<file path="src/rtl/blink_sequencer_if.sv">
// Event handshake between the game-logic FSM and the blink sequencer.
interface blink_sequencer_if #(
    parameter int CODE_W = 3
);
    logic              event_valid;
    logic [CODE_W-1:0] event_code;
    logic              event_ready;

    modport master (
        output event_valid,
        output event_code,
        input  event_ready
    );

    modport slave (
        input  event_valid,
        input  event_code,
        output event_ready
    );
endinterface

</file>
<file path="src/rtl/blink_sequencer.sv">
// Buffers blink-count events and plays each on one LED as timed blinks.
module blink_sequencer #(
    parameter int TICK_DIV   = 2500000,
    parameter int ON_TICKS   = 4,
    parameter int OFF_TICKS  = 4,
    parameter int GAP_TICKS  = 10,
    parameter int FIFO_DEPTH = 4,
    parameter int CODE_W     = 3
) (
    input  logic              CLOCK_50,
    input  logic              resetn,
    blink_sequencer_if.slave  ev,
    output logic              led,
    output logic              busy,
    output logic              dropped
);

    localparam int PTR_W = $clog2(FIFO_DEPTH);
    localparam int TW    = $clog2(TICK_DIV);
    localparam int MAX1  = (ON_TICKS > OFF_TICKS) ? ON_TICKS : OFF_TICKS;
    localparam int MAXT  = (MAX1 > GAP_TICKS) ? MAX1 : GAP_TICKS;
    localparam int PW    = $clog2(MAXT + 1);

    localparam logic [1:0] S_IDLE = 2'd0;
    localparam logic [1:0] S_ON   = 2'd1;
    localparam logic [1:0] S_OFF  = 2'd2;
    localparam logic [1:0] S_GAP  = 2'd3;

    localparam logic [TW-1:0]   TICK_LAST = TW'(TICK_DIV - 1);
    localparam logic [PTR_W:0]  CNT_FULL  = (PTR_W + 1)'(FIFO_DEPTH);
    localparam logic [PTR_W:0]  CNT_ONE   = (PTR_W + 1)'(1);
    localparam logic [PTR_W-1:0] PTR_ONE  = PTR_W'(1);
    localparam logic [TW-1:0]   TICK_ONE  = TW'(1);
    localparam logic [PW-1:0]   PH_ONE    = PW'(1);
    localparam logic [CODE_W-1:0] REM_ONE = CODE_W'(1);

    logic [1:0]        state_q, state_d;
    logic [TW-1:0]     tick_q, tick_d;
    logic [PW-1:0]     ph_q, ph_d;
    logic [PW-1:0]     ph_lim;
    logic [CODE_W-1:0] rem_q, rem_d;
    logic              led_q, led_d;
    logic              drop_q, drop_d;

    logic [CODE_W-1:0] mem_q [FIFO_DEPTH];
    logic [PTR_W-1:0]  wptr_q, rptr_q;
    logic [PTR_W:0]    cnt_q, cnt_d;

    logic full, empty, push_req, push, pop, tick, done;

    assign full     = (cnt_q == CNT_FULL);
    assign empty    = (cnt_q == '0);
    assign push_req = ev.event_valid && (ev.event_code != '0);
    // Fullness uses the pre-edge count, so a same-edge pop never frees space.
    assign push     = push_req && !full;
    assign pop      = (state_q == S_IDLE) && !empty;
    assign drop_d   = push_req && full;
    assign tick     = (tick_q == TICK_LAST);
    assign done     = tick && (ph_q == ph_lim);

    always_comb begin
        ph_lim = '0;
        unique case (state_q)
            S_ON:    ph_lim = PW'(ON_TICKS - 1);
            S_OFF:   ph_lim = PW'(OFF_TICKS - 1);
            S_GAP:   ph_lim = PW'(GAP_TICKS - 1);
            default: ph_lim = '0;
        endcase
    end

    always_comb begin
        state_d = state_q;
        led_d   = led_q;
        rem_d   = rem_q;
        unique case (state_q)
            S_IDLE: begin
                if (pop) begin
                    state_d = S_ON;
                    led_d   = 1'b1;
                    rem_d   = mem_q[rptr_q];
                end
            end
            S_ON: begin
                if (done) begin
                    led_d   = 1'b0;
                    rem_d   = rem_q - REM_ONE;
                    state_d = (rem_q == REM_ONE) ? S_GAP : S_OFF;
                end
            end
            S_OFF: begin
                if (done) begin
                    state_d = S_ON;
                    led_d   = 1'b1;
                end
            end
            S_GAP: begin
                if (done) state_d = S_IDLE;
            end
            default: state_d = S_IDLE;
        endcase
    end

    // Timer restarts on every state entry so each phase is exactly N ticks.
    always_comb begin
        tick_d = '0;
        ph_d   = '0;
        if ((state_d == state_q) && (state_q != S_IDLE)) begin
            tick_d = tick ? '0 : tick_q + TICK_ONE;
            ph_d   = tick ? ph_q + PH_ONE : ph_q;
        end
    end

    always_comb begin
        cnt_d = cnt_q;
        unique case ({push, pop})
            2'b10:   cnt_d = cnt_q + CNT_ONE;
            2'b01:   cnt_d = cnt_q - CNT_ONE;
            default: cnt_d = cnt_q;
        endcase
    end

    always_ff @(posedge CLOCK_50 or negedge resetn) begin
        if (!resetn) begin
            state_q <= S_IDLE;
            tick_q  <= '0;
            ph_q    <= '0;
            rem_q   <= '0;
            led_q   <= 1'b0;
            drop_q  <= 1'b0;
        end else begin
            state_q <= state_d;
            tick_q  <= tick_d;
            ph_q    <= ph_d;
            rem_q   <= rem_d;
            led_q   <= led_d;
            drop_q  <= drop_d;
        end
    end

    always_ff @(posedge CLOCK_50 or negedge resetn) begin
        if (!resetn) begin
            wptr_q <= '0;
            rptr_q <= '0;
            cnt_q  <= '0;
            for (int i = 0; i < FIFO_DEPTH; i++) mem_q[i] <= '0;
        end else begin
            cnt_q <= cnt_d;
            if (push) begin
                mem_q[wptr_q] <= ev.event_code;
                wptr_q        <= wptr_q + PTR_ONE;
            end
            if (pop) rptr_q <= rptr_q + PTR_ONE;
        end
    end

    assign led            = led_q;
    assign dropped        = drop_q;
    assign busy           = (state_q != S_IDLE) || !empty;
    assign ev.event_ready = !full;

endmodule
</file>
<file path="src/flat_wrapper.sv">
// flat-port wrapper written by rule: the top's interface ports become plain ports
module blink_sequencer_flat 
#(
    parameter int TICK_DIV   = 2500000,
    parameter int ON_TICKS   = 4,
    parameter int OFF_TICKS  = 4,
    parameter int GAP_TICKS  = 10,
    parameter int FIFO_DEPTH = 4,
    parameter int CODE_W     = 3
)
  (CLOCK_50, resetn, led, busy, dropped, ev_event_valid, ev_event_code, ev_event_ready);
  blink_sequencer_if #(.CODE_W(CODE_W)) ev_i ();
  input  logic CLOCK_50;
  input  logic resetn;
  output logic led;
  output logic busy;
  output logic dropped;
  input wire logic [$bits(ev_i.event_valid)-1:0] ev_event_valid;
  input wire logic [$bits(ev_i.event_code)-1:0] ev_event_code;
  output wire logic [$bits(ev_i.event_ready)-1:0] ev_event_ready;
  assign ev_i.event_valid = ev_event_valid;
  assign ev_i.event_code = ev_event_code;
  assign ev_event_ready = ev_i.event_ready;
  blink_sequencer #(.TICK_DIV(TICK_DIV), .ON_TICKS(ON_TICKS), .OFF_TICKS(OFF_TICKS), .GAP_TICKS(GAP_TICKS), .FIFO_DEPTH(FIFO_DEPTH), .CODE_W(CODE_W)) u_core (.CLOCK_50(CLOCK_50), .resetn(resetn), .ev(ev_i), .led(led), .busy(busy), .dropped(dropped));
endmodule
</file>
<file path="config.mk">
export PLATFORM = sky130hd
export DESIGN_NAME = blink_sequencer_flat
export DESIGN_NICKNAME = d
export VERILOG_FILES = /design/src/rtl/blink_sequencer_if.sv /design/src/rtl/blink_sequencer.sv /design/src/flat_wrapper.sv
export SDC_FILE = /design/constraint.sdc
export NUM_CORES = 1
export LEC_CHECK = 0
export ABC_CLOCK_PERIOD_IN_PS = 3120
export BUFFER_PORTS_ARGS = -buffer_cell sky130_fd_sc_hd__buf_2
export CAP_MARGIN = 20
export CORE_ASPECT_RATIO = 1.1
export CORE_MARGIN = 2
export CORE_UTILIZATION = 61
export CTS_CLUSTER_SIZE = 40
export DETAILED_ROUTE_END_ITERATION = 8
export GPL_TIMING_DRIVEN = 0
export PLACE_DENSITY = 0.79
export SETUP_SLACK_MARGIN = 0.15
export SYNTH_ARGS = -nofsm -noshare
export SYNTH_HDL_FRONTEND = slang
export SYNTH_SLANG_ARGS = --single-unit
</file>
<file path="constraint.sdc">
create_clock -name CLOCK_50 -period 3.12 [get_ports CLOCK_50]
set_input_delay 0 -clock CLOCK_50 [delete_from_list [all_inputs] [get_ports CLOCK_50]]
set_output_delay 0 -clock CLOCK_50 [all_outputs]
set_load 0.005 [all_outputs]
</file>
# Yosys cells after proc, flatten, opt, wreduce, memory -nomap -nowiden
# Cells that the tools add are included.
# W data, S select, Z words.
[totals]
reg_bits = 52
latch_bits = 0
ramBits = 0
romBits = 0
inputBits = 6
out_inout_bits = 4
elab_cells = 84
n_memories = 0
[op_classes]
n_addsub = 7
n_mul = 0
div = 0
order_cmp = 3
eq_ne = 14
shifts = 0
muxes = 25
bitwise_logic = 2
n_reduce_logical = 20
[ops]
columns = ["operator", "count"]
rows = [
  ["$mux W22", 2],
  ["$add A22 B1 Y22 const B", 1],
  ["$eq A22 B22 Y1 const B", 1],
  ["$mux W3", 5],
  ["$bwmux W12", 1],
  ["$pmux W3 S2", 2],
  ["$mux W2", 4],
  ["$mux W4", 2],
  ["$ne A2 B1 Y1 const B", 4],
  ["$pmux W2 S4", 1],
  ["$pmux W4 S2", 1],
  ["$logic_and A1 B1 Y1", 7],
  ["$bmux W3 S2", 1],
  ["$demux W3 S2", 1],
  ["$eq A2 B2 Y1 const B", 3],
  ["$ge A3 B3 Y1 const B", 2],
  ["$not A2 Y3", 2],
  ["$reduce_bool A2 Y1", 3],
  ["$reduce_bool A3 Y1", 2],
  ["$sub A3 B1 Y3 const B", 2],
  ["$add A2 B1 Y2 const B", 2],
  ["$add A4 B1 Y4 const B", 1],
  ["$eq A2 B1 Y1 const B", 2],
  ["$eq A4 B4 Y1", 1],
  ["14 further kinds", 18],
]

# Longest topological paths before layout
# Gate-level depths: netlist of run 1.
[logic_depth]
depth_word = 10
mapped_depth = 9
ltp_nobuf = 9

# Worst setup path after synthesis of run 1
# No wires, ideal clock.
[synth_timing]
kind = "reg2reg"
start = "register u_core.state_q[1]"
end = "register u_core.led_q (netlist: u_core.led)"
setup_ns = 0.065
t_arrival_ns = 2.408
required_time_ns = 3.055
path_slack_ns = 0.648
stages_incl_launch_ff = 9
n_path_buf = 1
period_less_slack_ns = 2.472
cell_sequence = "dfrtp_1 > inv_1 > ha_1 > xor2_1 > or4_4 > or3_1 > buf_6 > a2111o_1 > nand2_1"
[synth_via]
elab_chain_cells = 7
elab_cells_between_ends = 15
cone_classes = "eq/ne: 7; mux: 2; reduce/logical: 6"
[synth_lines]
columns = ["element", "line_no", "rtl"]
rows = [
  ["start, declared", "blink_sequencer.sv:37", "logic [1:0] state_q, state_d;"],
  ["start signal, assigned", "blink_sequencer.sv:131", "state_q <= state_d;"],
  ["$eq A2 B1 Y1 / $eq A2 B2 Y1 (equally long branches)", "blink_sequencer.sv:63, blink_sequencer.sv:75", ""],
  ["$reduce_or A2 Y1 (no source line)", "n/a", ""],
  ["$pmux W4 S2", "blink_sequencer.sv:63", "unique case (state_q)"],
  ["$eq A4 B4 Y1", "blink_sequencer.sv:59", "assign done = tick && (ph_q == ph_lim);"],
  ["$logic_and A1 B1 Y1", "blink_sequencer.sv:59", ""],
  ["$ne A2 B1 Y1 (no source line)", "n/a", ""],
  ["$reduce_and A4 Y1 (no source line)", "n/a", ""],
  ["end signal, assigned", "blink_sequencer.sv:135", "led_q <= led_d;"],
  ["end, declared", "blink_sequencer.sv:42", "logic led_q, led_d;"],
]
# Parallel ways exist; a longest one is shown, timed or not.
# A chain may end at the register's enable or synchronous reset.

# Final worst setup path of run 1
[layout_timing]
start = "register u_core.state_q[1]"
end = "register u_core.tick_q[19]"
[layout_via]
elab_chain_cells = 10
elab_cells_between_ends = 18
cone_classes = "eq/ne: 5; mux: 7; reduce/logical: 6"
[layout_lines]
columns = ["element", "line_no", "rtl"]
rows = [
  ["$eq A2 B1 Y1 / $eq A2 B2 Y1 (equally long branches)", "blink_sequencer.sv:63, blink_sequencer.sv:75", ""],
  ["$reduce_or A2 Y1 (no source line)", "n/a", ""],
  ["$pmux W4 S2", "blink_sequencer.sv:63", ""],
  ["$eq A4 B4 Y1", "blink_sequencer.sv:59", ""],
  ["$logic_and A1 B1 Y1", "blink_sequencer.sv:59", ""],
  ["$mux W2, on equally long branches", "blink_sequencer.sv:97, blink_sequencer.sv:84, blink_sequencer.sv:91", ""],
  ["$pmux W2 S4", "blink_sequencer.sv:75", "unique case (state_q)"],
  ["$eq A2 B2 Y1", "blink_sequencer.sv:107", "if ((state_d == state_q) && (state_q != S_IDLE)) begin"],
  ["$logic_and A1 B1 Y1 (*)", "blink_sequencer.sv:107", ""],
  ["$mux W22 (*)", "blink_sequencer.sv:107", ""],
  ["via u_core.tick_d[19]", "blink_sequencer.sv:38", "logic [TW-1:0] tick_q, tick_d;"],
  ["end signal, assigned", "blink_sequencer.sv:132", "tick_q <= tick_d;"],
  ["end, declared", "blink_sequencer.sv:38", ""],
]
# The timed path passes the listed nets; every way through them passes the cells marked *.

==> impl_results.html, run 1 <==
<table>
<tr><th>Metric</th><th>Value</th></tr>
<tr><th colspan="2">Power and ir drop</th></tr>
<tr><td>Net switching power of the design</td><td>855.5 µW</td></tr>
<tr><td>Switching part of the total</td><td>0.3494</td></tr>
<tr><td>Maximum resistive drop on vdd</td><td>around 0.63 mV</td></tr>
<tr><td>Power Internal</td><td>between 1.5 and 2 mW</td></tr>
<tr><td>Leakage power total</td><td>about 1.4 nW</td></tr>
<tr><td>Share of total power in combinational logic</td><td>0.393</td></tr>
<tr><td>Total power divided by cell area</td><td>771.7 nW/µm²</td></tr>
<tr><td>Clk network pwr share</td><td>0.206</td></tr>
<tr><td>Share of total power in sequential cells</td><td>0.401</td></tr>
<tr><th colspan="2">Synth</th></tr>
<tr><td>Largest area contributor in the netlist</td><td>dfrtp_1</td></tr>
<tr><td>Area share of the largest cell type after synthesis</td><td>0.4563</td></tr>
<tr><td>Seq/Total Area, Yosys</td><td>0.4563</td></tr>
<tr><td>Largest cells by area after synthesis</td><td>dfrtp_1 46%, xnor2_1 7.4%, ha_1 6.1%</td></tr>
<tr><td>Distinct cell type count of the synthesized netlist</td><td>45</td></tr>
<tr><td>Post-Syn Area per Cell</td><td>around 10 µm²</td></tr>
<tr><td>Ranking of synthesized cells by instance count</td><td>52 x dfrtp_1, 42 x nor2_1, 24 x xnor2_1</td></tr>
<tr><td>Primary FF master, synth</td><td>dfrtp_1</td></tr>
<tr><td>Most used standard cell by instance count after synthesis</td><td>dfrtp_1</td></tr>
<tr><td>Cell area after technology mapping</td><td>2851 µm²</td></tr>
<tr><td>Synth async-reset ratio</td><td>1.000</td></tr>
<tr><td>Number of synthesized register bits</td><td>between 50 and 60</td></tr>
<tr><td>Synthesized net count</td><td>300</td></tr>
<tr><td>Post-Syn Instances</td><td>279</td></tr>
<tr><td>Post-synth EDFFs</td><td>0</td></tr>
<tr><td>Yosys warnings</td><td>0</td></tr>
<tr><th colspan="2">Worst setup path</th></tr>
<tr><td>Arr. time, crit path</td><td>about 2900 ps</td></tr>
<tr><td>Slowest Stage Delay on Critical Path</td><td>about 520 ps</td></tr>
<tr><td>Largest driver fanout on the critical path</td><td>10</td></tr>
<tr><td>Element type at the critical path end</td><td>flop</td></tr>
<tr><td>Required time at the worst-slack endpoint</td><td>around 3300 ps</td></tr>
<tr><td>Crit-path slowest cell</td><td>or4_4</td></tr>
<tr><td>CP Cell Sequence</td><td>inv_1 -&gt; ha_1 -&gt; xnor2_1 -&gt; or4_4 -&gt; or3_1 -&gt; buf_6 -&gt; o21ai_2 -&gt; buf_4 -&gt; nor2_1</td></tr>
<tr><td>Sort of element at the start of the critical path</td><td>flop</td></tr>
<tr><td>Critical path class</td><td>flop to flop</td></tr>
<tr><th colspan="2">Floorplanning</th></tr>
<tr><td>Initial Util</td><td>0.6217</td></tr>
<tr><td>Die X-Extent</td><td>between 60 and 70 µm</td></tr>
<tr><td>Area inside the core boundary</td><td>roughly 4600 µm²</td></tr>
<tr><td>Die H</td><td>~76 µm</td></tr>
<tr><td>Number of top-level design ports</td><td>10</td></tr>
<tr><td>Die Footprint</td><td>approximately 5200 µm²</td></tr>
<tr><td>Number of cell rows</td><td>26</td></tr>
<tr><th colspan="2">Detailed routing</th></tr>
<tr><td>Residual antenna-violating net count after detailed routing</td><td>0</td></tr>
<tr><td>Post-detailed-route wirelength per cell</td><td>14.60 µm</td></tr>
<tr><td>Total number of vias</td><td>around 2,100</td></tr>
<tr><td>Drc violations</td><td>0</td></tr>
<tr><td>Via density per instance</td><td>5.760</td></tr>
<tr><td>First-iteration detailed-routing DRC count</td><td>81</td></tr>
<tr><td>Router iterations before antenna repair</td><td>4</td></tr>
<tr><td>Final WL</td><td>between 5 and 6 mm</td></tr>
<tr><th colspan="2">Clock network</th></tr>
<tr><td>Clock transition at the registers of the reported paths</td><td>around 100 ps</td></tr>
<tr><td>Cell at the root of the clock tree</td><td>clkbuf_8</td></tr>
<tr><td>Number of buffers inserted by post-CTS setup repair</td><td>0</td></tr>
<tr><td># hold bufs at CTS</td><td>6</td></tr>
<tr><td>Number of buffers created by CTS</td><td>5</td></tr>
<tr><td>Resized Gates After CTS</td><td>0</td></tr>
<tr><td>CTS tree</td><td>done</td></tr>
<tr><td>Max Buffers Root-to-Sink</td><td>2</td></tr>
<tr><td>H-tree level count</td><td>2</td></tr>
<tr><td>Num Clock Sinks</td><td>52</td></tr>
<tr><td>Clock network latency to the later pin of the worst-skew pair</td><td>310 ps</td></tr>
<tr><th colspan="2">Global routing</th></tr>
<tr><td>Routing layer with the top usage in global route</td><td>met2</td></tr>
<tr><td>Overflow after GRT</td><td>0</td></tr>
<tr><td>Combined global-route utilization of all metal layers</td><td>0.2162</td></tr>
<tr><td>Met1 capacity usage during global routing</td><td>0.2740</td></tr>
<tr><td>Largest net degree at the start of global routing</td><td>36</td></tr>
<tr><td>M2 GR Usage</td><td>0.3590</td></tr>
<tr><td>Global Route met3 Usage</td><td>0.04630</td></tr>
<tr><td>Vias in the first global route</td><td>around 1,900</td></tr>
<tr><td>Number of antenna violations at the first check in global routing</td><td>0</td></tr>
<tr><td>Global-route wire length before repair</td><td>8.742 mm</td></tr>
<tr><th colspan="2">Timing</th></tr>
<tr><td>Max-slew violation count</td><td>0</td></tr>
<tr><td>Final hold violation count</td><td>0</td></tr>
<tr><td>Skew final</td><td>about 9.7 ps</td></tr>
<tr><td>Max Freq</td><td>between 0.3 and 0.4 GHz</td></tr>
<tr><td>Transition time at the pin with the least slew margin</td><td>575.8 ps</td></tr>
<tr><td>Final Critical Period</td><td>2727 ps</td></tr>
<tr><td>Summed negative setup slack over all endpoints</td><td>0 ps</td></tr>
<tr><td>RSZ-0062 raised after global routing</td><td>no</td></tr>
<tr><td>Final worst path period share</td><td>0.8741</td></tr>
<tr><td>Total setup violations reported at the end of the flow</td><td>0</td></tr>
<tr><td>Worst slew margin relative to its limit</td><td>0.6161</td></tr>
<tr><th colspan="2">Cells and area</th></tr>
<tr><td>Layout area overhead</td><td>11.28%</td></tr>
<tr><td>Total of fill cells in the finished design</td><td>between 300 and 400</td></tr>
<tr><td>Fraction of final layout cells with drive strength greater than 1</td><td>0.1485</td></tr>
<tr><td>Diode count</td><td>0</td></tr>
<tr><td>Sequential cell area</td><td>roughly 1300 µm²</td></tr>
<tr><td>Area of the multi-input gates</td><td>1444 µm²</td></tr>
<tr><td>Core Util, Final</td><td>0.6918</td></tr>
<tr><td>Count of nets after finishing</td><td>323</td></tr>
<tr><th colspan="2">Placed design</th></tr>
<tr><td>Routability congestion estimate</td><td>a little under 0.9</td></tr>
<tr><td>HPWL after DPL</td><td>~3.6 mm</td></tr>
<tr><td>Count of buffers from port buffering</td><td>9</td></tr>
<tr><th colspan="2">Flow run</th></tr>
<tr><td>Max-cap violations</td><td>0</td></tr>
<tr><th colspan="2">Run status</th></tr>
<tr><td>Result of the run</td><td>finished, final reports clean</td></tr>
<tr><th colspan="2">Hold path</th></tr>
<tr><td>Hold crit path type</td><td>primary input to asynchronous set/reset pin</td></tr>
</table>
==> logic make-up after synthesis <==
kind of cell             count (synthesis)  share of synthesized area
AO/OA/AOI/OAI                           26                    0.06055
XOR/XNOR                                33                     0.1014
adder cells (fa/ha/maj)                 15                    0.06845
buffers and inverters                   24                    0.03729
flip-flops                              52                     0.4563
multiplexers                            17                    0.07810
AND/OR/NAND/NOR                        112                     0.1979
==> cell usage in the layout, fill, tap and decap left out, types with 3 or more instances in the layout <==
cell and n:
nor2b_1 3, clkbuf_8 7, dlygate4sd3_1 6, ha_1 14
nand2_1 20, clkbuf_1 4, inv_1 16, dfrtp_1 52
mux2_2 12, xor2_1 9, nor2_1 42, mux4_2 3
nor3_1 14, xnor2_1 24, a21oi_1 4, buf_2 10
nor4_1 3, nand3_1 8, nand4_1 4, o22ai_1 3
and3_1 4, o21ai_0 7
==> layout make-up <==
type / instances / share of cell area
Clock inverter: 1 / 0.009464
Inverter: 16 / 0.01893
Timing Repair Buffer: 16 / 0.03943
Clock buffer: 7 / 0.03036
Tap cell: 56 / 0.02208
Sequential cell: 52 / 0.4101
Multi-Input combinational cell: 203 / 0.4550
Buffer: 8 / 0.01459
==> state kept, by name, summed over array words and instances, names as in the netlist <==
name / count
u_core.mem_q: 12
u_core.tick_q: 22
u_core.rptr_q: 2
u_core.state_q: 2
u_core.ph_q: 4
u_core.rem_q: 3
u_core.led: 1
u_core.dropped: 1
u_core.wptr_q: 2
u_core.cnt_q: 3
==> per-layer routing <==
metal / wire (µm) / vias up
met1: 2377 / 1023
met3: 168 / 8
met4: 97 / 0
li1: - / 1004
met5: 0 / -
met2: 2599 / 33
==> critical path, delay by kind of cell, from the launching register on <==
family | cells | cell delay (ps)
and+or+nand+nor | 3 | 960
adders and majority gates | 1 | 290
xor gates and xnor gates | 1 | 150
DFF | 1 | 500
AOI/OAI and AO/OA | 1 | 190
buffers and inverters | 3 | 520
==> path summary, 6_finish.rpt <==
path	startpoint	to	slack (ps)	cells past startpoint
max in group asynchronous	resetn	u_core.dropped	2410	3
min in group CLOCK_50	u_core.led	u_core.led	490	2
setup reg to reg	u_core.state_q[1]	u_core.tick_q[19]	390	9
setup / recovery	u_core.state_q[1]	u_core.tick_q[19]	390	9
hold / removal	resetn	u_core.led	180	2
hold reg to reg	u_core.led	u_core.led	490	2
==> per-stage QoR <==
step / setup slack (ps) / cell area (µm²) / total power [mW] / std cells / hold WS [ps]
5_1_grt: 237.9 / 3173 / 2.633 / 359 / 196.4
6_report: 392.9 / 3173 / 2.449 / 359 / 175.5
4_1_cts: 395.1 / 3173 / 2.473 / 359 / 157.5
3_5_place_dp: 408.6 / 2987 / 1.949 / 345 / -31.76
2_1_floorplan: 647.5 / 2851 / 1.722 / 279 / -295.6
3_3_place_gp: 445.3 / 2967 / 1.898 / 344 / 257.1
==> power groups by stage <==
stage / clock, mW / sequential, mW / combinational (mW)
after floorplan: 0 / 0.956 / 0.766
after global placement: 0 / 0.984 / 0.914
after detailed placement: 0 / 0.991 / 0.958
after CTS: 0.521 / 0.980 / 0.972
after global routing: 0.545 / 1.00 / 1.08
final: 0.505 / 0.981 / 0.963
(Power assumes the default switching activity.)
==> inputs of run 2 (changes only) <==
--- a/config.mk
+++ b/config.mk
@@ -10,11 +10,12 @@
 export CAP_MARGIN = 20
 export CORE_ASPECT_RATIO = 1.1
 export CORE_MARGIN = 2
-export CORE_UTILIZATION = 61
+export CORE_UTILIZATION = 62
+export CTS_BUF_LIST = sky130_fd_sc_hd__clkbuf_4
 export CTS_CLUSTER_SIZE = 40
 export DETAILED_ROUTE_END_ITERATION = 8
 export GPL_TIMING_DRIVEN = 0
-export PLACE_DENSITY = 0.79
+export PLACE_DENSITY = 0.8
 export SETUP_SLACK_MARGIN = 0.15
 export SYNTH_ARGS = -nofsm -noshare
 export SYNTH_HDL_FRONTEND = slang
==> run 2 against run 1 <==
  * Sequential share of layout area rose by 0.64 points
  * Sequential power barely moved
  * Hold slack got worse by 100 ps
  * Sequential cell count did not move
  * Count of clock-buffer cells in the layout fell by 2
  * Clock power fell by 24%
  * Via count fell by 1.5%
  * Die area fell by 1.5%
  * Critical path depth did not move
  * Critical path type unchanged
  * Largest cell class unchanged
==> impl_results.html, run 2 (synthesized netlist as in run 1, its figures left out) <==
<table>
<tr><th>Metric</th><th>Value</th></tr>
<tr><th colspan="2">Timing</th></tr>
<tr><td>Total setup violations reported at the end of the flow</td><td>0</td></tr>
<tr><td>Max-slew violation count</td><td>0</td></tr>
<tr><td>Skew final</td><td>between 9 and 10 ps</td></tr>
<tr><td>Max Freq</td><td>~0.36 GHz</td></tr>
<tr><td>Worst slew margin relative to its limit</td><td>0.5661</td></tr>
<tr><td>RSZ-0062 raised after global routing</td><td>no</td></tr>
<tr><td>Final hold violation count</td><td>0</td></tr>
<tr><td>Transition time at the pin with the least slew margin</td><td>650.9 ps</td></tr>
<tr><td>Final worst path period share</td><td>0.8845</td></tr>
<tr><td>Summed negative setup slack over all endpoints</td><td>0 ps</td></tr>
<tr><td>Worst setup margin</td><td>roughly 360 ps</td></tr>
<tr><td>Final Critical Period</td><td>2759 ps</td></tr>
<tr><th colspan="2">Placed design</th></tr>
<tr><td>Count of buffers from port buffering</td><td>9</td></tr>
<tr><td>Routability congestion estimate</td><td>0.7842</td></tr>
<tr><td>Worst slack at placement</td><td>402.0 ps</td></tr>
<tr><td>HPWL after DPL</td><td>roughly 3.8 mm</td></tr>
<tr><th colspan="2">Global routing</th></tr>
<tr><td>Combined global-route utilization of all metal layers</td><td>0.2366</td></tr>
<tr><td>Overflow after GRT</td><td>0</td></tr>
<tr><td>Vias in the first global route</td><td>1,973</td></tr>
<tr><td>Global-route wire length before repair</td><td>around 9.0 mm</td></tr>
<tr><td>Largest net degree at the start of global routing</td><td>35</td></tr>
<tr><td>Number of antenna violations at the first check in global routing</td><td>0</td></tr>
<tr><th colspan="2">Power and ir drop</th></tr>
<tr><td>Maximum resistive drop on vdd</td><td>approximately 0.46 mV</td></tr>
<tr><td>Share of total power in sequential cells</td><td>0.418</td></tr>
<tr><td>Clk network pwr share</td><td>0.164</td></tr>
<tr><td>Total power divided by cell area</td><td>around 750 nW/µm²</td></tr>
<tr><td>Net switching power of the design</td><td>872.6 µW</td></tr>
<tr><td>Share of total power in combinational logic</td><td>0.418</td></tr>
<tr><td>Power Internal</td><td>about 1.5 mW</td></tr>
<tr><td>Leakage power total</td><td>1.366 nW</td></tr>
<tr><td>Switching part of the total</td><td>0.3713</td></tr>
<tr><th colspan="2">Detailed routing</th></tr>
<tr><td>DR WL met3</td><td>114 µm</td></tr>
<tr><td>Met2 wire length</td><td>2.635 mm</td></tr>
<tr><td>Final WL</td><td>5.257 mm</td></tr>
<tr><td>Highest metal layer used by the detailed router</td><td>met4</td></tr>
<tr><td>Via density per instance</td><td>about 5.7</td></tr>
<tr><td>Residual antenna-violating net count after detailed routing</td><td>0</td></tr>
<tr><td>Post-detailed-route wirelength per cell</td><td>14.73 µm</td></tr>
<tr><td>Post-Route M1 WL</td><td>between 2 and 2.5 mm</td></tr>
<tr><td>Router iterations before antenna repair</td><td>4</td></tr>
<tr><td>First-iteration detailed-routing DRC count</td><td>86</td></tr>
<tr><td>Drc violations</td><td>0</td></tr>
<tr><td>Total number of vias</td><td>2,036</td></tr>
<tr><th colspan="2">Clock network</th></tr>
<tr><td>Number of buffers inserted by post-CTS setup repair</td><td>0</td></tr>
<tr><td>Clock network latency to the later pin of the worst-skew pair</td><td>~370 ps</td></tr>
<tr><td>CTS tree</td><td>done</td></tr>
<tr><td>H-tree level count</td><td>2</td></tr>
<tr><td>Clock transition at the registers of the reported paths</td><td>about 150 ps</td></tr>
<tr><td>Num Clock Sinks</td><td>52</td></tr>
<tr><td>Resized Gates After CTS</td><td>0</td></tr>
<tr><td># hold bufs at CTS</td><td>6</td></tr>
<tr><td>Cell at the root of the clock tree</td><td>clkbuf_4</td></tr>
<tr><td>Max Buffers Root-to-Sink</td><td>2</td></tr>
<tr><td>Number of buffers created by CTS</td><td>5</td></tr>
<tr><th colspan="2">Worst setup path</th></tr>
<tr><td>Element type at the critical path end</td><td>flop</td></tr>
<tr><td>Arr. time, crit path</td><td>roughly 3000 ps</td></tr>
<tr><td>Buf+Inv Stages, Crit Path</td><td>3</td></tr>
<tr><td>Sort of element at the start of the critical path</td><td>flop</td></tr>
<tr><td>Slowest Stage Delay on Critical Path</td><td>530 ps</td></tr>
<tr><td>Critical path class</td><td>flop to flop</td></tr>
<tr><td>Required time at the worst-slack endpoint</td><td>between 3000 and 4000 ps</td></tr>
<tr><td>Crit-path slowest cell</td><td>or4_4</td></tr>
<tr><td>CP Cell Sequence</td><td>inv_1 -&gt; ha_1 -&gt; xnor2_1 -&gt; or4_4 -&gt; or3_1 -&gt; buf_6 -&gt; o21ai_2 -&gt; buf_4 -&gt; nor2_1</td></tr>
<tr><td>Largest driver fanout on the critical path</td><td>10</td></tr>
<tr><td>Cell family contributing the most delay on the critical path</td><td>simple AND/OR/NAND/NOR gates</td></tr>
<tr><th colspan="2">Floorplanning</th></tr>
<tr><td>Initial Util</td><td>0.6558</td></tr>
<tr><td>Die X-Extent</td><td>slightly below 70 µm</td></tr>
<tr><td>Die H</td><td>75.13 µm</td></tr>
<tr><td>Number of cell rows</td><td>25</td></tr>
<tr><td>Area inside the core boundary</td><td>4348 µm²</td></tr>
<tr><td>Die Footprint</td><td>5158 µm²</td></tr>
<tr><td>Number of top-level design ports</td><td>10</td></tr>
<tr><th colspan="2">Cells and area</th></tr>
<tr><td>Register bank with the most flops</td><td>u_core.tick_q</td></tr>
<tr><td>Count of nets after finishing</td><td>about 320</td></tr>
<tr><td>Highest-count cells in the layout ignoring fill and taps</td><td>52 x dfrtp_1, 42 x nor2_1, 24 x xnor2_1</td></tr>
<tr><td>Flip-flop count of the largest register after layout</td><td>22</td></tr>
<tr><td>Diode count</td><td>0</td></tr>
<tr><td>Fraction of final layout cells with drive strength greater than 1</td><td>0.1485</td></tr>
<tr><td>Most frequent standard cell in the layout excluding fill and tap cells</td><td>dfrtp_1</td></tr>
<tr><td>Layout area overhead</td><td>9.566%</td></tr>
<tr><td>Top flop regs</td><td>u_core.tick_q: 22 flops, u_core.mem_q: 12 flops, u_core.ph_q: 4 flops</td></tr>
<tr><th colspan="2">Flow run</th></tr>
<tr><td>Max-cap violations</td><td>0</td></tr>
<tr><th colspan="2">Run status</th></tr>
<tr><td>Result of the run</td><td>finished, final reports clean</td></tr>
<tr><th colspan="2">Hold path</th></tr>
<tr><td>Hold crit path type</td><td>primary input to asynchronous set/reset pin</td></tr>
</table>
[run 2: through the flow]
| step | hold slack [ps] | instance area [µm²] | std cells | utilization | total power, mW |
|---|---|---|---|---|---|
| global route | 133.2 | 3124 | 357 | 0.7186 | 2.517 |
| floorplan | -295.6 | 2851 | 279 | - | 1.722 |
| global placement | 258.8 | 2964 | 342 | 0.6817 | 1.900 |
| finish | 74.57 | 3124 | 357 | 0.7186 | 2.350 |
| detailed placement | -21.39 | 2984 | 343 | 0.6863 | 1.968 |
| CTS | 98.19 | 3124 | 357 | 0.7186 | 2.359 |
[run 2: final cells by class]
class | instances | area, µm²
buffer | 8 | 46.29
clock buffer | 5 | 37.54
clock inverter | 3 | 42.54
fill | 299 | 1224
inverter | 16 | 60.06
multi-input combinational | 203 | 1444
sequential | 52 | 1301
tap | 54 | 67.56
timing repair buffer | 16 | 125.1
[run 2: final timing paths]
path                       slack (ps)         startpoint  depth (start not counted)                 to
setup reg to reg                  360  u_core.state_q[1]                          9   u_core.tick_q[9]
hold reg to reg                   520   u_core.tick_q[0]                          1   u_core.tick_q[0]
setup / recovery                  360  u_core.state_q[1]                          9   u_core.tick_q[9]
hold / removal                     70             resetn                          2   u_core.tick_q[0]
min in group CLOCK_50             450   ev_event_code[2]                          3    u_core.mem_q[2]
max in group asynchronous        2520             resetn                          3  u_core.tick_q[16]
[run 2: layer usage]
layer,up-vias,GRT usage
li1,1001,-
met1,997,0.3270
met2,30,0.3782
met3,8,0.04484
met4,0,0.07556
met5,-,0
[run 2: power groups by stage]
stage	Sequential, mW	Combinational (mW)	Clock [mW]
global placement	0.984	0.915	0
detailed placement	0.994	0.974	0
finish	0.982	0.982	0.385
CTS	0.981	0.986	0.392
floorplan	0.956	0.766	0
global route	1.01	1.10	0.414
==> inputs of run 3 (changes only) <==
==> constraint.sdc (replaced) <==
create_clock -name CLOCK_50 -period 3.12 [get_ports CLOCK_50]
set_input_delay 0.156 -clock CLOCK_50 [delete_from_list [all_inputs] [get_ports CLOCK_50]]
set_output_delay 0.156 -clock CLOCK_50 [all_outputs]
set_load 0.005 [all_outputs]
==> run 3 against run 2 <==
  * Worst setup slack improved by 1.2 ps
  * Final area fell by 1.6%
  * Clock skew barely moved
  * Sequential cell count did not move
  * Register-to-register slack barely moved
  * Non-clock buffer count fell by 5
  * Sequential power barely moved
  * Hold slack got worse by 47 ps
  * Global-route usage fell by 0.29 points
  * Core utilization fell by 1.2 points
  * Die area did not move
  * Sequential share of layout area rose by 0.68 points
  * Critical endpoint unchanged
  * Largest power group unchanged
  * Highest routed layer unchanged
==> impl_results.html, run 3 (synthesized netlist as in run 1, its figures left out) <==
<table>
<tr><th>Metric</th><th>Value</th></tr>
<tr><th colspan="2">Worst setup path</th></tr>
<tr><td>First element of the critical path</td><td>u_core.state_q[1]</td></tr>
<tr><td>Element type at the critical path end</td><td>flop</td></tr>
<tr><td>Cell family contributing the most delay on the critical path</td><td>simple AND/OR/NAND/NOR gates</td></tr>
<tr><td>Required time at the worst-slack endpoint</td><td>around 3400 ps</td></tr>
<tr><td>Source of the worst register-to-register timing path</td><td>u_core.state_q[1]</td></tr>
<tr><td>Arr. time, crit path</td><td>3030 ps</td></tr>
<tr><td>Crit-path slowest cell</td><td>or4_4</td></tr>
<tr><td>Buf+Inv Stages, Crit Path</td><td>3</td></tr>
<tr><td>Sort of element at the start of the critical path</td><td>flop</td></tr>
<tr><td>Critical path class</td><td>flop to flop</td></tr>
<tr><td>Largest driver fanout on the critical path</td><td>10</td></tr>
<tr><td>Slowest Stage Delay on Critical Path</td><td>530 ps</td></tr>
<tr><td>CP Cell Sequence</td><td>inv_1 -&gt; ha_1 -&gt; xnor2_1 -&gt; or4_4 -&gt; or3_1 -&gt; buf_6 -&gt; o21ai_2 -&gt; buf_4 -&gt; nor2_1</td></tr>
<tr><th colspan="2">Global routing</th></tr>
<tr><td>Vias in the first global route</td><td>1,939</td></tr>
<tr><td>Global-route wire length before repair</td><td>between 8 and 9 mm</td></tr>
<tr><td>Number of antenna violations at the first check in global routing</td><td>0</td></tr>
<tr><td>Overflow after GRT</td><td>0</td></tr>
<tr><td>Combined global-route utilization of all metal layers</td><td>0.2338</td></tr>
<tr><td>Largest net degree at the start of global routing</td><td>35</td></tr>
<tr><th colspan="2">Hold path</th></tr>
<tr><td>Hold crit path type</td><td>primary input to flop</td></tr>
<tr><td>Worst hold path startpoint</td><td>ev_event_valid</td></tr>
<tr><th colspan="2">Timing</th></tr>
<tr><td>Final worst path period share</td><td>0.8841</td></tr>
<tr><td>Final Critical Period</td><td>approximately 2800 ps</td></tr>
<tr><td>Worst setup margin</td><td>between 300 and 400 ps</td></tr>
<tr><td>Transition time at the pin with the least slew margin</td><td>about 650 ps</td></tr>
<tr><td>Final hold violation count</td><td>0</td></tr>
<tr><td>RSZ-0062 raised after global routing</td><td>no</td></tr>
<tr><td>Max-slew violation count</td><td>0</td></tr>
<tr><td>Summed negative setup slack over all endpoints</td><td>0 ps</td></tr>
<tr><td>Max Freq</td><td>around 0.36 GHz</td></tr>
<tr><td>Skew final</td><td>roughly 9.9 ps</td></tr>
<tr><td>Total setup violations reported at the end of the flow</td><td>0</td></tr>
<tr><td>Final-layout worst hold slack</td><td>28.04 ps</td></tr>
<tr><td>Worst slew margin relative to its limit</td><td>0.5675</td></tr>
<tr><th colspan="2">Cells and area</th></tr>
<tr><td>Top flop regs</td><td>u_core.tick_q: 22 flops, u_core.mem_q: 12 flops, u_core.ph_q: 4 flops</td></tr>
<tr><td>Post-Layout Inst Area</td><td>a little over 3000 µm²</td></tr>
<tr><td>Core Util, Final</td><td>0.7071</td></tr>
<tr><td>Count of nets after finishing</td><td>318</td></tr>
<tr><td>Layout area overhead</td><td>7.810%</td></tr>
<tr><td>Flip-flop count of the largest register after layout</td><td>22</td></tr>
<tr><td>Highest-count cells in the layout ignoring fill and taps</td><td>52 x dfrtp_1, 42 x nor2_1, 24 x xnor2_1</td></tr>
<tr><td>Most frequent standard cell in the layout excluding fill and tap cells</td><td>dfrtp_1</td></tr>
<tr><td>Fraction of final layout cells with drive strength greater than 1</td><td>0.1510</td></tr>
<tr><td>Post-Layout Cell Count</td><td>roughly 350</td></tr>
<tr><td>Register bank with the most flops</td><td>u_core.tick_q</td></tr>
<tr><td>Diode count</td><td>0</td></tr>
<tr><th colspan="2">Floorplanning</th></tr>
<tr><td>Die H</td><td>about 75 µm</td></tr>
<tr><td>Number of cell rows</td><td>25</td></tr>
<tr><td>Initial Util</td><td>0.6558</td></tr>
<tr><td>Area inside the core boundary</td><td>4348 µm²</td></tr>
<tr><td>Die X-Extent</td><td>68.66 µm</td></tr>
<tr><td>Number of top-level design ports</td><td>10</td></tr>
<tr><td>Die Footprint</td><td>a little over 5000 µm²</td></tr>
<tr><th colspan="2">Power and ir drop</th></tr>
<tr><td>Maximum resistive drop on vdd</td><td>between 0.4 and 0.5 mV</td></tr>
<tr><td>Leakage power total</td><td>between 1 and 1.5 nW</td></tr>
<tr><td>Total power divided by cell area</td><td>762.3 nW/µm²</td></tr>
<tr><td>Post-layout total power</td><td>around 2.3 mW</td></tr>
<tr><th colspan="2">Detailed routing</th></tr>
<tr><td>Final WL</td><td>approximately 5.2 mm</td></tr>
<tr><td>Via density per instance</td><td>about 5.8</td></tr>
<tr><td>Total number of vias</td><td>roughly 2,000</td></tr>
<tr><td>Post-detailed-route wirelength per cell</td><td>14.82 µm</td></tr>
<tr><td>First-iteration detailed-routing DRC count</td><td>80</td></tr>
<tr><td>Residual antenna-violating net count after detailed routing</td><td>0</td></tr>
<tr><td>Router iterations before antenna repair</td><td>4</td></tr>
<tr><td>Drc violations</td><td>0</td></tr>
<tr><th colspan="2">Placed design</th></tr>
<tr><td>HPWL after DPL</td><td>3.817 mm</td></tr>
<tr><td>Post-placement cell area</td><td>2984 µm²</td></tr>
<tr><td>Routability congestion estimate</td><td>around 0.8</td></tr>
<tr><td>Worst slack at placement</td><td>between 400 and 500 ps</td></tr>
<tr><td>Count of buffers from port buffering</td><td>9</td></tr>
<tr><td>Number of cells after detailed placement</td><td>around 340</td></tr>
<tr><th colspan="2">Clock network</th></tr>
<tr><td>H-tree level count</td><td>2</td></tr>
<tr><td>Resized Gates After CTS</td><td>0</td></tr>
<tr><td>CTS tree</td><td>done</td></tr>
<tr><td>Clock transition at the registers of the reported paths</td><td>roughly 150 ps</td></tr>
<tr><td>Max Buffers Root-to-Sink</td><td>2</td></tr>
<tr><td>Cell at the root of the clock tree</td><td>clkbuf_4</td></tr>
<tr><td>Clock network latency to the later pin of the worst-skew pair</td><td>around 370 ps</td></tr>
<tr><td>Num Clock Sinks</td><td>52</td></tr>
<tr><td>Number of buffers created by CTS</td><td>5</td></tr>
<tr><th colspan="2">Run status</th></tr>
<tr><td>Result of the run</td><td>finished, final reports clean</td></tr>
<tr><th colspan="2">Flow run</th></tr>
<tr><td>Max-cap violations</td><td>0</td></tr>
</table>
-- run 3: changes by cell type in the layout (fill, tap and decap cells not counted) --
cell           before  now
dlygate4sd3_1       6    1
-- run 3: power by group --
part / total [mW] / internal [mW] / switching (mW)
clock network: 0.385 / 0.167 / 0.218
registers: 0.982 / 0.848 / 0.134
logic: 0.976 / 0.458 / 0.518
-- run 3: final timing paths --
path	end	slack, ps	depth (start not counted)
worst max register to register	u_core.tick_q[9]	360	9
min in group asynchronous	u_core.tick_q[0]	230	2
max in group asynchronous	u_core.tick_q[16]	2370	3
worst max-delay path	u_core.tick_q[9]	360	9
worst min-delay path	u_core.dropped	30	3
worst min register to register	u_core.tick_q[0]	520	1
-- run 3: what timing repair did --
action / in CTS / in global routing
hold buffers: 1 / 0
hold endpoints to repair: 18 / 0
buffers inserted: 0 / 0
-- run 3: worst register-to-register path: stages, from the launching register on --
cell     delay, ps
dfrtp_1        520
inv_1          170
ha_1           310
xnor2_1        150
or4_4          530
or3_1          370
buf_6          140
o21ai_2        190
buf_4          210
nor2_1          60
-- run 3: area by class of cell --
| cell class | instances | area [µm²] |
|---|---|---|
| Clock buffer | 5 | 37.54 |
| Inverter | 16 | 60.06 |
| Fill cell | 302 | 1274 |
| Buffer | 8 | 46.29 |
| Clock inverter | 3 | 42.54 |
| Multi-Input combinational cell | 203 | 1444 |
| Timing Repair Buffer | 11 | 75.07 |
| Tap cell | 54 | 67.56 |
| Sequential cell | 52 | 1301 |
-- run 3: layer usage --
metal | GRT usage | part of all wire | wire [µm] | up-vias
met5 | 0 | 0 | 0 | -
li1 | - | - | - | 992
met2 | 0.3729 | 0.50 | 2627 | 26
met1 | 0.3231 | 0.46 | 2394 | 1001
met4 | 0.07556 | 0.015 | 80 | 0
met3 | 0.04484 | 0.021 | 112 | 8
